### config.mk
export PLATFORM = sky130hd
export DESIGN_NAME = aes_job_sched_flat
export DESIGN_NICKNAME = d
export VERILOG_FILES = /design/src/rtl/aes_sched_pkg.sv /design/src/rtl/aes_job_sched_if.sv /design/src/rtl/rr_arb.sv /design/src/rtl/aes_job_sched.sv /design/src/flat_wrapper.sv
export SDC_FILE = /design/constraint.sdc
export NUM_CORES = 1
export LEC_CHECK = 0
export BUFFER_PORTS_ARGS = -buffer_cell sky130_fd_sc_hd__buf_4
export CAP_MARGIN = 40
export CORE_AREA = 3 3 258 260
export CTS_CLUSTER_DIAMETER = 200
export CTS_CLUSTER_SIZE = 12
export DETAILED_ROUTE_END_ITERATION = 16
export DIE_AREA = 0 0 261 263
export PLACE_DENSITY = 0.44
export REMOVE_ABC_BUFFERS = 1
export SYNTH_ARGS = -nofsm -noshare
export SYNTH_HDL_FRONTEND = slang
export SYNTH_SLANG_ARGS = --single-unit
### constraint.sdc
create_clock -name clk_i -period 24.2 [get_ports clk_i]
set_input_delay 4.84 -clock clk_i [delete_from_list [all_inputs] [get_ports clk_i]]
set_output_delay 4.84 -clock clk_i [all_outputs]
set_load 0.01 [all_outputs]
### src/rtl/aes_sched_pkg.sv
// Shared types and constants for the AES-192 job scheduler.
package aes_sched_pkg;

    localparam int KSEL_W          = 2;
    localparam int BLK_W           = 128;
    localparam int TIMEOUT_CYC_DEF = 1024;

    typedef enum logic [2:0] {
        ST_IDLE,
        ST_START,
        ST_DRAIN,
        ST_RUN,
        ST_RESP
    } state_e;

endpackage

### src/rtl/aes_job_sched_if.sv
// Requester and engine bundle of the AES job scheduler; slave = scheduler, master = environment.
interface aes_job_sched_if #(
    parameter int NREQ = 2
);
    logic [NREQ-1:0]                                 req_valid_i;
    logic [NREQ-1:0]                                 req_ready_o;
    logic [NREQ-1:0][aes_sched_pkg::BLK_W-1:0]       req_pt_i;
    logic [NREQ-1:0][aes_sched_pkg::KSEL_W-1:0]      req_ksel_i;
    logic [NREQ-1:0]                                 rsp_valid_o;
    logic [NREQ-1:0]                                 rsp_ready_i;
    logic [aes_sched_pkg::BLK_W-1:0]                 rsp_ct_o;
    logic                                            rsp_err_o;
    logic                                            aes_start_o;
    logic [aes_sched_pkg::BLK_W-1:0]                 aes_pt_o;
    logic [aes_sched_pkg::KSEL_W-1:0]                aes_ksel_o;
    logic [aes_sched_pkg::BLK_W-1:0]                 aes_ct_i;
    logic                                            aes_valid_i;

    modport slave (
        input  req_valid_i, req_pt_i, req_ksel_i, rsp_ready_i, aes_ct_i, aes_valid_i,
        output req_ready_o, rsp_valid_o, rsp_ct_o, rsp_err_o, aes_start_o, aes_pt_o, aes_ksel_o
    );

    modport master (
        output req_valid_i, req_pt_i, req_ksel_i, rsp_ready_i, aes_ct_i, aes_valid_i,
        input  req_ready_o, rsp_valid_o, rsp_ct_o, rsp_err_o, aes_start_o, aes_pt_o, aes_ksel_o
    );

endinterface

### src/rtl/rr_arb.sv
// Round-robin arbiter: combinational one-hot grant searching from the slot after the last winner.
// Pointer advances to the winner only when en_i accepts the grant; resets so index 0 wins first.
module rr_arb #(
    parameter int NREQ  = 2,
    parameter int IDX_W = $clog2(NREQ)
) (
    input  logic             clk_i,
    input  logic             rst_i,
    input  logic [NREQ-1:0]  req_i,
    input  logic             en_i,
    output logic [NREQ-1:0]  gnt_o,
    output logic [IDX_W-1:0] gnt_idx_o
);

    logic [IDX_W-1:0] ptr_q, ptr_d;
    logic [IDX_W-1:0] idx;
    logic             found;

    always_comb begin
        gnt_o     = '0;
        gnt_idx_o = '0;
        found     = 1'b0;
        idx       = '0;
        for (int k = 1; k <= NREQ; k++) begin
            idx = IDX_W'((int'(ptr_q) + k) % NREQ);
            if (!found && req_i[idx]) begin
                found      = 1'b1;
                gnt_o[idx] = 1'b1;
                gnt_idx_o  = idx;
            end
        end
    end

    assign ptr_d = (en_i && found) ? gnt_idx_o : ptr_q;

    always_ff @(posedge clk_i or posedge rst_i) begin
        if (rst_i) begin
            ptr_q <= IDX_W'(NREQ - 1);
        end else begin
            ptr_q <= ptr_d;
        end
    end

endmodule

### src/rtl/aes_job_sched.sv
// Shares one AES-192 engine among NREQ requesters: RR grant, one start pulse, stale-valid drain,
// timeout abort, and a per-requester response held until that requester accepts it.
module aes_job_sched
    import aes_sched_pkg::*;
#(
    parameter int NREQ        = 2,
    parameter int TIMEOUT_CYC = TIMEOUT_CYC_DEF
) (
    input  logic           clk_i,
    input  logic           rst_i,
    input  logic           lock_i,
    output logic           busy_o,
    aes_job_sched_if.slave bus
);

    localparam int          IDX_W   = $clog2(NREQ);
    localparam logic [15:0] TO_LAST = 16'(TIMEOUT_CYC - 1);

    state_e             state_q, state_d;
    logic [15:0]        cnt_q, cnt_d;
    logic [IDX_W-1:0]   gnt_q, gnt_d;
    logic [BLK_W-1:0]   pt_q, pt_d;
    logic [KSEL_W-1:0]  ksel_q, ksel_d;
    logic [BLK_W-1:0]   ct_q, ct_d;
    logic               err_q, err_d;

    logic               grant_en;
    logic               timeout;
    logic [NREQ-1:0]    arb_gnt;
    logic [IDX_W-1:0]   arb_idx;

    // Ready is combinational in IDLE, so it must be masked while reset is held.
    assign grant_en = (state_q == ST_IDLE) && !lock_i && (|bus.req_valid_i) && !rst_i;
    assign timeout  = (cnt_q == TO_LAST);

    rr_arb #(
        .NREQ  (NREQ),
        .IDX_W (IDX_W)
    ) u_arb (
        .clk_i     (clk_i),
        .rst_i     (rst_i),
        .req_i     (bus.req_valid_i),
        .en_i      (grant_en),
        .gnt_o     (arb_gnt),
        .gnt_idx_o (arb_idx)
    );

    always_comb begin
        state_d = state_q;
        cnt_d   = cnt_q;
        gnt_d   = gnt_q;
        pt_d    = pt_q;
        ksel_d  = ksel_q;
        ct_d    = ct_q;
        err_d   = err_q;
        unique case (state_q)
            ST_IDLE: begin
                if (grant_en) begin
                    gnt_d   = arb_idx;
                    pt_d    = bus.req_pt_i[arb_idx];
                    ksel_d  = bus.req_ksel_i[arb_idx];
                    state_d = ST_START;
                end
            end
            ST_START: begin
                cnt_d   = '0;
                state_d = ST_DRAIN;
            end
            ST_DRAIN: begin
                cnt_d = cnt_q + 16'd1;
                if (timeout) begin
                    ct_d    = '0;
                    err_d   = 1'b1;
                    state_d = ST_RESP;
                end else if (!bus.aes_valid_i) begin
                    state_d = ST_RUN;
                end
            end
            ST_RUN: begin
                cnt_d = cnt_q + 16'd1;
                // A result arriving on the expiry cycle still wins over the abort.
                if (bus.aes_valid_i) begin
                    ct_d    = bus.aes_ct_i;
                    err_d   = 1'b0;
                    state_d = ST_RESP;
                end else if (timeout) begin
                    ct_d    = '0;
                    err_d   = 1'b1;
                    state_d = ST_RESP;
                end
            end
            ST_RESP: begin
                if (bus.rsp_ready_i[gnt_q]) begin
                    state_d = ST_IDLE;
                end
            end
            default: state_d = ST_IDLE;
        endcase
    end

    always_ff @(posedge clk_i or posedge rst_i) begin
        if (rst_i) begin
            state_q <= ST_IDLE;
            cnt_q   <= '0;
            gnt_q   <= '0;
            pt_q    <= '0;
            ksel_q  <= '0;
            ct_q    <= '0;
            err_q   <= 1'b0;
        end else begin
            state_q <= state_d;
            cnt_q   <= cnt_d;
            gnt_q   <= gnt_d;
            pt_q    <= pt_d;
            ksel_q  <= ksel_d;
            ct_q    <= ct_d;
            err_q   <= err_d;
        end
    end

    assign bus.req_ready_o = grant_en ? arb_gnt : '0;
    assign bus.aes_start_o = (state_q == ST_START);
    assign bus.aes_pt_o    = pt_q;
    assign bus.aes_ksel_o  = ksel_q;
    assign bus.rsp_valid_o = (state_q == ST_RESP) ? (NREQ'(1) << gnt_q) : '0;
    assign bus.rsp_ct_o    = ct_q;
    assign bus.rsp_err_o   = err_q;
    assign busy_o          = (state_q != ST_IDLE);

endmodule

### src/flat_wrapper.sv
// flat-port wrapper written by rule: the top's interface ports become plain ports
module aes_job_sched_flat import aes_sched_pkg::*;
#(
    parameter int NREQ        = 2,
    parameter int TIMEOUT_CYC = TIMEOUT_CYC_DEF
)
  (clk_i, rst_i, lock_i, busy_o, bus_req_valid_i, bus_req_pt_i, bus_req_ksel_i, bus_rsp_ready_i, bus_aes_ct_i, bus_aes_valid_i, bus_req_ready_o, bus_rsp_valid_o, bus_rsp_ct_o, bus_rsp_err_o, bus_aes_start_o, bus_aes_pt_o, bus_aes_ksel_o);
  aes_job_sched_if #(.NREQ(NREQ)) bus_i ();
  input  logic clk_i;
  input  logic rst_i;
  input  logic lock_i;
  output logic busy_o;
  input wire logic [$bits(bus_i.req_valid_i)-1:0] bus_req_valid_i;
  input wire logic [$bits(bus_i.req_pt_i)-1:0] bus_req_pt_i;
  input wire logic [$bits(bus_i.req_ksel_i)-1:0] bus_req_ksel_i;
  input wire logic [$bits(bus_i.rsp_ready_i)-1:0] bus_rsp_ready_i;
  input wire logic [$bits(bus_i.aes_ct_i)-1:0] bus_aes_ct_i;
  input wire logic [$bits(bus_i.aes_valid_i)-1:0] bus_aes_valid_i;
  output wire logic [$bits(bus_i.req_ready_o)-1:0] bus_req_ready_o;
  output wire logic [$bits(bus_i.rsp_valid_o)-1:0] bus_rsp_valid_o;
  output wire logic [$bits(bus_i.rsp_ct_o)-1:0] bus_rsp_ct_o;
  output wire logic [$bits(bus_i.rsp_err_o)-1:0] bus_rsp_err_o;
  output wire logic [$bits(bus_i.aes_start_o)-1:0] bus_aes_start_o;
  output wire logic [$bits(bus_i.aes_pt_o)-1:0] bus_aes_pt_o;
  output wire logic [$bits(bus_i.aes_ksel_o)-1:0] bus_aes_ksel_o;
  assign bus_i.req_valid_i = bus_req_valid_i;
  assign bus_i.req_pt_i = bus_req_pt_i;
  assign bus_i.req_ksel_i = bus_req_ksel_i;
  assign bus_i.rsp_ready_i = bus_rsp_ready_i;
  assign bus_i.aes_ct_i = bus_aes_ct_i;
  assign bus_i.aes_valid_i = bus_aes_valid_i;
  assign bus_req_ready_o = bus_i.req_ready_o;
  assign bus_rsp_valid_o = bus_i.rsp_valid_o;
  assign bus_rsp_ct_o = bus_i.rsp_ct_o;
  assign bus_rsp_err_o = bus_i.rsp_err_o;
  assign bus_aes_start_o = bus_i.aes_start_o;
  assign bus_aes_pt_o = bus_i.aes_pt_o;
  assign bus_aes_ksel_o = bus_i.aes_ksel_o;
  aes_job_sched #(.NREQ(NREQ), .TIMEOUT_CYC(TIMEOUT_CYC)) u_core (.clk_i(clk_i), .rst_i(rst_i), .lock_i(lock_i), .busy_o(busy_o), .bus(bus_i));
endmodule
==> results of run 1 <==
layout make-up:
class | instances | area (um2)
multi-input cells | 735 | 4820
fillers | 6794 | 45500
repair buffers | 676 | 5190
diodes | 6 | 15.0
clock inverters | 1 | 8.76
flip-flops and latches | 280 | 7010
inverters | 2 | 15.0
clock buffers | 37 | 713
well taps | 855 | 1070
power groups by stage:
stage / clock network, W / logic, W / registers [W]
6_report: 0.000389 / 0.000882 / 0.000813
5_1_grt: 0.000426 / 0.000970 / 0.000842
4_1_cts: 0.000408 / 0.000902 / 0.000816
3_5_place_dp: 0 / 0.000903 / 0.000820
3_3_place_gp: 0 / 0.000891 / 0.000815
2_1_floorplan: 0 / 0.000364 / 0.000901
per-layer routing:
layer / share of wire, % / up-vias / GRT usage, %
met4: 1.8 / 0 / 4.14
met2: 51 / 462 / 25.1
met3: 12 / 56 / 6.33
met5: 0 / - / 0
li1: - / 4997 / -
met1: 35 / 4888 / 15.2
cells by family (layout without fill, tap and decap cells):
family          after synthesis  after routing  synth area share, %
simple gates                311            311                 10.3
flops                       280            280                 57.4
mux                         264            264                 21.7
compound gates              159            159                 7.11
buf+inv                      79            716                 3.39
fa+ha+maj                     1              1                0.102
other cells                   0              6                    0
sequential cells by signal (all words and copies together), names as in the netlist:
signal	flops
u_core.u_arb.ptr_q	1
u_core.bus.aes_pt_o	128
u_core.state_q	3
u_core.cnt_q	16
u_core.bus.rsp_err_o	1
u_core.bus.rsp_ct_o	128
u_core.bus.aes_ksel_o	2
u_core.gnt_q	1
worst max path at each step:
| stage | to | depth (start not counted) |
|---|---|---|
| global route | bus_req_ready_o[0] | 4 |
| finish | bus_req_ready_o[0] | 4 |
| floorplan | bus_req_ready_o[0] | 2 |
| global placement | bus_req_ready_o[0] | 4 |
| detailed placement | bus_req_ready_o[0] | 4 |
| CTS | bus_req_ready_o[0] | 4 |
metrics by stage:
stage,utilization [%],std cells,setup WS [ps],hold slack [ps],power (W)
CTS,29.3,2586,12770,484,0.00213
global route,29.3,2591,12730,498,0.00224
finish,29.3,2592,12840,481,0.00208
detailed placement,28.1,2548,12770,470,0.00172
floorplan,-,1017,203,436,0.00126
global placement,27.9,2543,12750,465,0.00171
critical path, delay by kind of cell:
kind / cells / cell delay (ps)
buf+inv: 2 / 330
simple gates: 2 / 1290
cell usage in the layout (no fill, tap or decap), types with 3 or more instances in the layout:
cell type and instances:
sky130_fd_sc_hd__buf_4 670, sky130_fd_sc_hd__dfrtp_1 279, sky130_fd_sc_hd__mux2i_1 260, sky130_fd_sc_hd__nand2_1 145, sky130_fd_sc_hd__nor2_1 137, sky130_fd_sc_hd__o21ai_0 73
sky130_fd_sc_hd__o21ai_1 60, sky130_fd_sc_hd__clkbuf_16 27, sky130_fd_sc_hd__clkbuf_1 10, sky130_fd_sc_hd__diode_2 6, sky130_fd_sc_hd__a21o_1 6, sky130_fd_sc_hd__a22o_1 5
sky130_fd_sc_hd__buf_16 5, sky130_fd_sc_hd__o31ai_1 4, sky130_fd_sc_hd__mux2_2 4, sky130_fd_sc_hd__nand3_1 4, sky130_fd_sc_hd__nand4_1 4, sky130_fd_sc_hd__o211ai_1 3
sky130_fd_sc_hd__nor2b_1 3
==> implementation parameters, run 1 <==
Parameter                              Value

Logic synthesis
  Commonest cells in the synthesized netlist ... 279 x sky130_fd_sc_hd__dfrtp_1, 260 x sky130_fd_sc_hd__mux2i_1, 145 x sky130_fd_sc_hd__nand2_1
  Library cell occupying the most area in the post-synthesis netlist ... sky130_fd_sc_hd__dfrtp_1
  Gate count after technology mapping ... 1094
  Proportion of netlist area held by the largest area contributor ... 57.2%
  Post-synth EDFFs ... 0
  Synth cell types ... 40
  Synthesis Warnings ... 0
  Top cells by area in the synthesized netlist ... sky130_fd_sc_hd__dfrtp_1 57%, sky130_fd_sc_hd__mux2i_1 21%, sky130_fd_sc_hd__nand2_1 4.5%
  Async S/R FF share, synth ... 100%
  #FFs+latches synth ... 280
  Total standard cell area after synthesis ... 0.0122 mm2
  Library cell with the highest instance count after synthesis ... sky130_fd_sc_hd__dfrtp_1
  Sequential cell area fraction in the yosys report ... 57.4%
  Post-synthesis average cell area ... 11.2 um2
  Most used flip-flop cell after synthesis ... sky130_fd_sc_hd__dfrtp_1

Pwr
  Internal power contribution ... 0.00133 W
  Switch Pwr ... 0.000754 W
  Worst supply voltage drop on vdd ... 0.0471 mV
  Leakage power summed over all cells ... 10.2 nW
  Power Dens Cells ... 111 mW/mm2
  Part of the total power dissipated in combinational logic ... 42.3%
  Sequential share of power ... 39.0%
  Part of the power in the clock network ... 18.7%
  Switching part of the total power ... 36.2%

Routing
  Routed wire length per instance ... 19.9 um
  DR vias ... 10400
  Detailed-routing iteration count for the pre-antenna-repair pass ... 4
  Total wirelength of the detailed-routed design ... 51600 um
  Drt initial violations ... 403
  DR DRC count ... 0
  Antenna Violating Nets Remaining ... 0
  Ratio of routed vias to standard cells ... 4.01

Setup path
  Type of origin of the critical path ... input port
  Critical Path, Cell by Cell ... buf_4 > or4_4 > nor2_1 > buf_4
  Worst EP required ... 19360 ps
  Kind of critical path ... input port to primary output
  Worst reg2reg startpoint ... u_core.u_arb.ptr_q$_DFFE_PP1P_
  Number of cells traversed by the worst register-to-register path ... 7
  Maximum cell stage delay along the critical path ... 850 ps
  Most used cell along the critical path ... sky130_fd_sc_hd__buf_4
  Start point of the critical path ... rst_i
  Setup slack of the worst register-to-register path ... 21020 ps
  R2r endpoint ... u_core.bus.aes_pt_o[105]$_DFFE_PP0P_
  Cell with the largest stage delay on the worst path ... sky130_fd_sc_hd__or4_4
  Maximum fanout count along the critical path ... 82
  Data arrival, critical path ... 6520 ps
  Capturing element type of the critical path ... primary output

Placed design
  Post-detail-place hpwl ... 40500 um
  Input/output buffers ... 660
  Standard cell area after detailed placement ... 0.0181 mm2
  Last weighted congestion value of the routability-driven placer ... 0.790

Clock network
  Clock tree from TritonCTS ... yes
  # H-tree levels ... 1
  CTS resizes ... 0
  Clock Tree Buf Depth ... 3
  Total CTS buffers ... 27
  Clock-pin slew on the worst setup and hold paths ... 60 ps
  Worst-skew pair later-pin latency ... 560 ps
  Postcts setup bufs ... 0
  Hold-fix buffer count after cts ... 0
  Clk sink count ... 280
  Clock Root Buffer ... sky130_fd_sc_hd__clkbuf_16

Worst hold path
  Worst Min Path Start ... u_core.bus.aes_pt_o[6]$_DFFE_PP0P_
  Number of cells traversed by the worst hold path ... 2
  Worst Hold Path EP ... u_core.bus.aes_pt_o[6]$_DFFE_PP0P_
  Class of the tightest hold or removal check ... flip-flop to flip-flop

Final layout
  Area added between synthesis and finish ... 54.3%
  Fraction of layout instances using a drive strength above 1 ... 41.4%
  Layout Cell Area excl Fill ... 0.0188 mm2
  Final nets ... 2119

Floorplanning
  Overall die area ... 0.0686 mm2
  IO Count ... 661
  Die extent in x ... 261 um
  Initial core utilization ... 19.0%
  Area of the core ... 0.0643 mm2
  Die outline height ... 263 um
  Number of rows in the core area ... 93

Global routing
  Total routing usage reported by global routing ... 14.2%
  Number of antenna violations at the first check in global routing ... 14
  Maximum number of pins on one net before global-route repair ... 151
  Global route overflow ... 0
  Via count of the first global-routing pass ... 10900
  Global-route wire length before repair ... 73300 um

STA
  Final critical path time including I/O delays and setup ... 11360 ps
  Highest attainable clock frequency ... 88.0 MHz
  Total negative slack ... 0 ps
  Final Hold Violating Endpoints ... 0
  Worst-case clock skew ... 12.7 ps
  Worst-margin pin slew ... 1000 ps
  Max-slew headroom at the worst pin ... 33.2%
  Final count of pins violating max slew ... 0
  Final period util ... 47.0%
  Setup repair after global routing missed its margin ... no
  Count of endpoints failing setup in the final report ... 0

Run status
  Run status ... complete, no violations

Run
  Number of max-cap violations ... 0
No activity file was read; power rests on OpenSTA's default activity.
==> run 2, diff against run 1 <==
--- a/config.mk
+++ b/config.mk
@@ -5,6 +5,7 @@
 export SDC_FILE = /design/constraint.sdc
 export NUM_CORES = 1
 export LEC_CHECK = 0
+export ABC_AREA = 1
 export BUFFER_PORTS_ARGS = -buffer_cell sky130_fd_sc_hd__buf_4
 export CAP_MARGIN = 40
 export CORE_AREA = 3 3 258 260
@@ -12,7 +13,7 @@
 export CTS_CLUSTER_SIZE = 12
 export DETAILED_ROUTE_END_ITERATION = 16
 export DIE_AREA = 0 0 261 263
-export PLACE_DENSITY = 0.44
+export PLACE_DENSITY = 0.46
 export REMOVE_ABC_BUFFERS = 1
 export SYNTH_ARGS = -nofsm -noshare
 export SYNTH_HDL_FRONTEND = slang
==> constraint.sdc (replaced) <==
create_clock -name clk_i -period 10.4 [get_ports clk_i]
set_input_delay 2.08 -clock clk_i [delete_from_list [all_inputs] [get_ports clk_i]]
set_output_delay 2.08 -clock clk_i [all_outputs]
set_load 0.01 [all_outputs]
==> run 2 against run 1 <==
  * Register-to-register slack worse by 14000 ps
  * Power is 130% higher
  * Via count grew 17%
  * Largest cell class unchanged
  * Non-clock buffer count fell by 3
  * Synthesized area is 0.17% higher
  * Critical endpoint unchanged
  * Clock power grew 130%
  * Core utilization down 0.22 points
  * Count of clock-buffer cells in the layout is the same
==> implementation parameters, run 2 <==
Parameter                              Value

Placed design
  Input/output buffers ... 660
  Last weighted congestion value of the routability-driven placer ... 0.837
  Worst slack after detailed placement ... 4330 ps
  Post-detail-place hpwl ... 42800 um

Floorplanning
  Initial core utilization ... 19.0%
  Die extent in x ... 261 um
  Die outline height ... 263 um
  Area of the core ... 0.0643 mm2
  Overall die area ... 0.0686 mm2
  IO Count ... 661
  Number of rows in the core area ... 93

Clock network
  CTS resizes ... 0
  Total CTS buffers ... 27
  Clk sink count ... 280
  Postcts setup bufs ... 0
  Clock Root Buffer ... sky130_fd_sc_hd__clkbuf_16
  Hold-fix buffer count after cts ... 0
  Clock Tree Buf Depth ... 3
  Worst-skew pair later-pin latency ... 560 ps
  # H-tree levels ... 1
  Clock-pin slew on the worst setup and hold paths ... 50 ps
  Clock tree from TritonCTS ... yes

Setup path
  Kind of critical path ... input port to primary output
  Setup slack of the worst register-to-register path ... 7210 ps
  Type of origin of the critical path ... input port
  Data arrival, critical path ... 3960 ps
  Maximum fanout count along the critical path ... 64
  Worst EP required ... 8320 ps
  Capturing element type of the critical path ... primary output

Logic synthesis
  Gate count after technology mapping ... 1423
  Synthesis Warnings ... 0
  Synth cell types ... 32
  Sequential cell area fraction in the yosys report ... 57.3%
  Most used flip-flop cell after synthesis ... sky130_fd_sc_hd__dfrtp_1
  Library cell with the highest instance count after synthesis ... sky130_fd_sc_hd__nand2_1
  #FFs+latches synth ... 280
  Top cells by area in the synthesized netlist ... sky130_fd_sc_hd__dfrtp_1 57%, sky130_fd_sc_hd__nand2_1 13%, sky130_fd_sc_hd__nand3_1 5.9%
  Library cell occupying the most area in the post-synthesis netlist ... sky130_fd_sc_hd__dfrtp_1
  Async S/R FF share, synth ... 100%
  Total standard cell area after synthesis ... 0.0122 mm2
  Post-synthesis average cell area ... 8.60 um2
  Proportion of netlist area held by the largest area contributor ... 57.1%
  Post-synth EDFFs ... 0
  Commonest cells in the synthesized netlist ... 432 x sky130_fd_sc_hd__nand2_1, 279 x sky130_fd_sc_hd__dfrtp_1, 150 x sky130_fd_sc_hd__nor2_1

Final layout
  Commonest cells after routing, fill and taps aside ... 670 x sky130_fd_sc_hd__buf_4, 432 x sky130_fd_sc_hd__nand2_1, 279 x sky130_fd_sc_hd__dfrtp_1
  Area added between synthesis and finish ... 52.9%
  Most common cell after layout, fill and taps aside ... sky130_fd_sc_hd__buf_4
  Final nets ... 2437
  Fraction of layout instances using a drive strength above 1 ... 35.8%
  Final cell utilization of the core ... 29.1%

STA
  Count of endpoints failing setup in the final report ... 0
  Worst-margin pin slew ... 978 ps
  Setup repair after global routing missed its margin ... no
  Total negative slack ... 0 ps
  Final Hold Violating Endpoints ... 0
  Final period util ... 58.1%
  Worst-case clock skew ... 15.0 ps
  Max-slew headroom at the worst pin ... 34.8%
  Least setup slack across all paths after layout ... 4360 ps
  Highest attainable clock frequency ... 166 MHz
  Final count of pins violating max slew ... 0
  Final critical path time including I/O delays and setup ... 6040 ps

Global routing
  Maximum number of pins on one net before global-route repair ... 144
  Total routing usage reported by global routing ... 15.6%
  Via count of the first global-routing pass ... 12600
  Global-route wire length before repair ... 81900 um
  Number of antenna violations at the first check in global routing ... 22
  Global route overflow ... 0

Routing
  DR DRC count ... 0
  DR vias ... 12200
  Antenna Violating Nets Remaining ... 0
  Drt initial violations ... 771
  Ratio of routed vias to standard cells ... 4.18
  Total wirelength of the detailed-routed design ... 56700 um
  Routed wire length per instance ... 19.5 um
  Detailed-routing iteration count for the pre-antenna-repair pass ... 5

Worst hold path
  Class of the tightest hold or removal check ... flip-flop to flip-flop

Pwr
  Power Dens Cells ... 258 mW/mm2
  Worst supply voltage drop on vdd ... 0.122 mV
  Leakage power summed over all cells ... 8.99 nW

Run
  Number of max-cap violations ... 0

Run status
  Run status ... complete, no violations
==> run 2: cell types whose count changed after synthesis, moves of 13 or more <==
cell                       previous run  this run
sky130_fd_sc_hd__nand2_1            145       432
sky130_fd_sc_hd__mux2i_1            260         0
sky130_fd_sc_hd__nand3_1              5       144
sky130_fd_sc_hd__or2_0                0       110
sky130_fd_sc_hd__o21ai_0             73       129
sky130_fd_sc_hd__o21ai_1             60        11
sky130_fd_sc_hd__clkbuf_1            32         9
sky130_fd_sc_hd__inv_1                2        23
sky130_fd_sc_hd__or2_2                2        18
sky130_fd_sc_hd__buf_2               34        49
sky130_fd_sc_hd__buf_4                0        13
sky130_fd_sc_hd__nor2_1             137       150
==> run 2: cell families after synthesis <==
| family | share of synthesized area [%] |
|---|---|
| buf+inv | 4.62 |
| fa+ha+maj | 0.102 |
| flops | 57.3 |
| simple gates | 31.3 |
| compound gates | 6.64 |
| xor+xnor | 0.0716 |
==> run 2: per-layer routing <==
layer | up-vias | global-route usage (%) | part of all wire (%)
met5 | - | 0 | 0.079
met4 | 6 | 3.94 | 2.2
met3 | 74 | 6.92 | 12
met2 | 527 | 26.7 | 48
met1 | 5807 | 17.7 | 38
li1 | 5768 | - | -
==> run 2: final timing paths <==
| path | to | cells after the start | start |
|---|---|---|---|
| setup / recovery | bus_req_ready_o[0] | 8 | rst_i |
| hold / removal | u_core.bus.aes_pt_o[38]$_DFFE_PP0P_ | 2 | u_core.bus.aes_pt_o[38]$_DFFE_PP0P_ |
| setup reg to reg | u_core.bus.aes_pt_o[85]$_DFFE_PP0P_ | 9 | u_core.state_q[1]$_DFFE_PP0P_ |
| hold reg to reg | u_core.bus.aes_pt_o[38]$_DFFE_PP0P_ | 2 | u_core.bus.aes_pt_o[38]$_DFFE_PP0P_ |
| max in group asynchronous | u_core.bus.rsp_ct_o[119]$_DFFE_PP0N_ | 3 | rst_i |
| min in group asynchronous | u_core.bus.aes_pt_o[104]$_DFFE_PP0P_ | 2 | rst_i |
==> run 2: cell type report <==
class,count,area [um2]
multi-input cells,1031,4670
clock buffers,37,713
inverters,27,111
fillers,7075,45600
clock inverters,1,8.76
diodes,7,17.5
well taps,855,1070
flip-flops and latches,280,7010
repair buffers,673,5100
==> run 2: per-stage QoR <==
stage | hold WS (ps) | instances | cell area (um2) | total power (W)
6_report | 498 | 2911 | 18700 | 0.00483
3_5_place_dp | 483 | 2866 | 18000 | 0.00396
2_1_floorplan | 471 | 1338 | 11800 | 0.00272
5_1_grt | 514 | 2908 | 18700 | 0.00519
3_3_place_gp | 482 | 2864 | 17900 | 0.00394
4_1_cts | 501 | 2904 | 18700 | 0.00492
==> run 2: critical path: stages <==
cell                      delay (ps)
sky130_fd_sc_hd__buf_4           140
sky130_fd_sc_hd__nor2_1           70
sky130_fd_sc_hd__o21ai_0         170
sky130_fd_sc_hd__nor2_4          160
sky130_fd_sc_hd__inv_4           240
sky130_fd_sc_hd__nor2_4          150
sky130_fd_sc_hd__buf_4           650
sky130_fd_sc_hd__buf_4           240
==> run 2: where the power goes <==
group	internal [W]	switching [W]
registers	0.00159	0.000294
clock network	0.000471	0.000442
logic	0.000985	0.00105
total	0.00305	0.00178
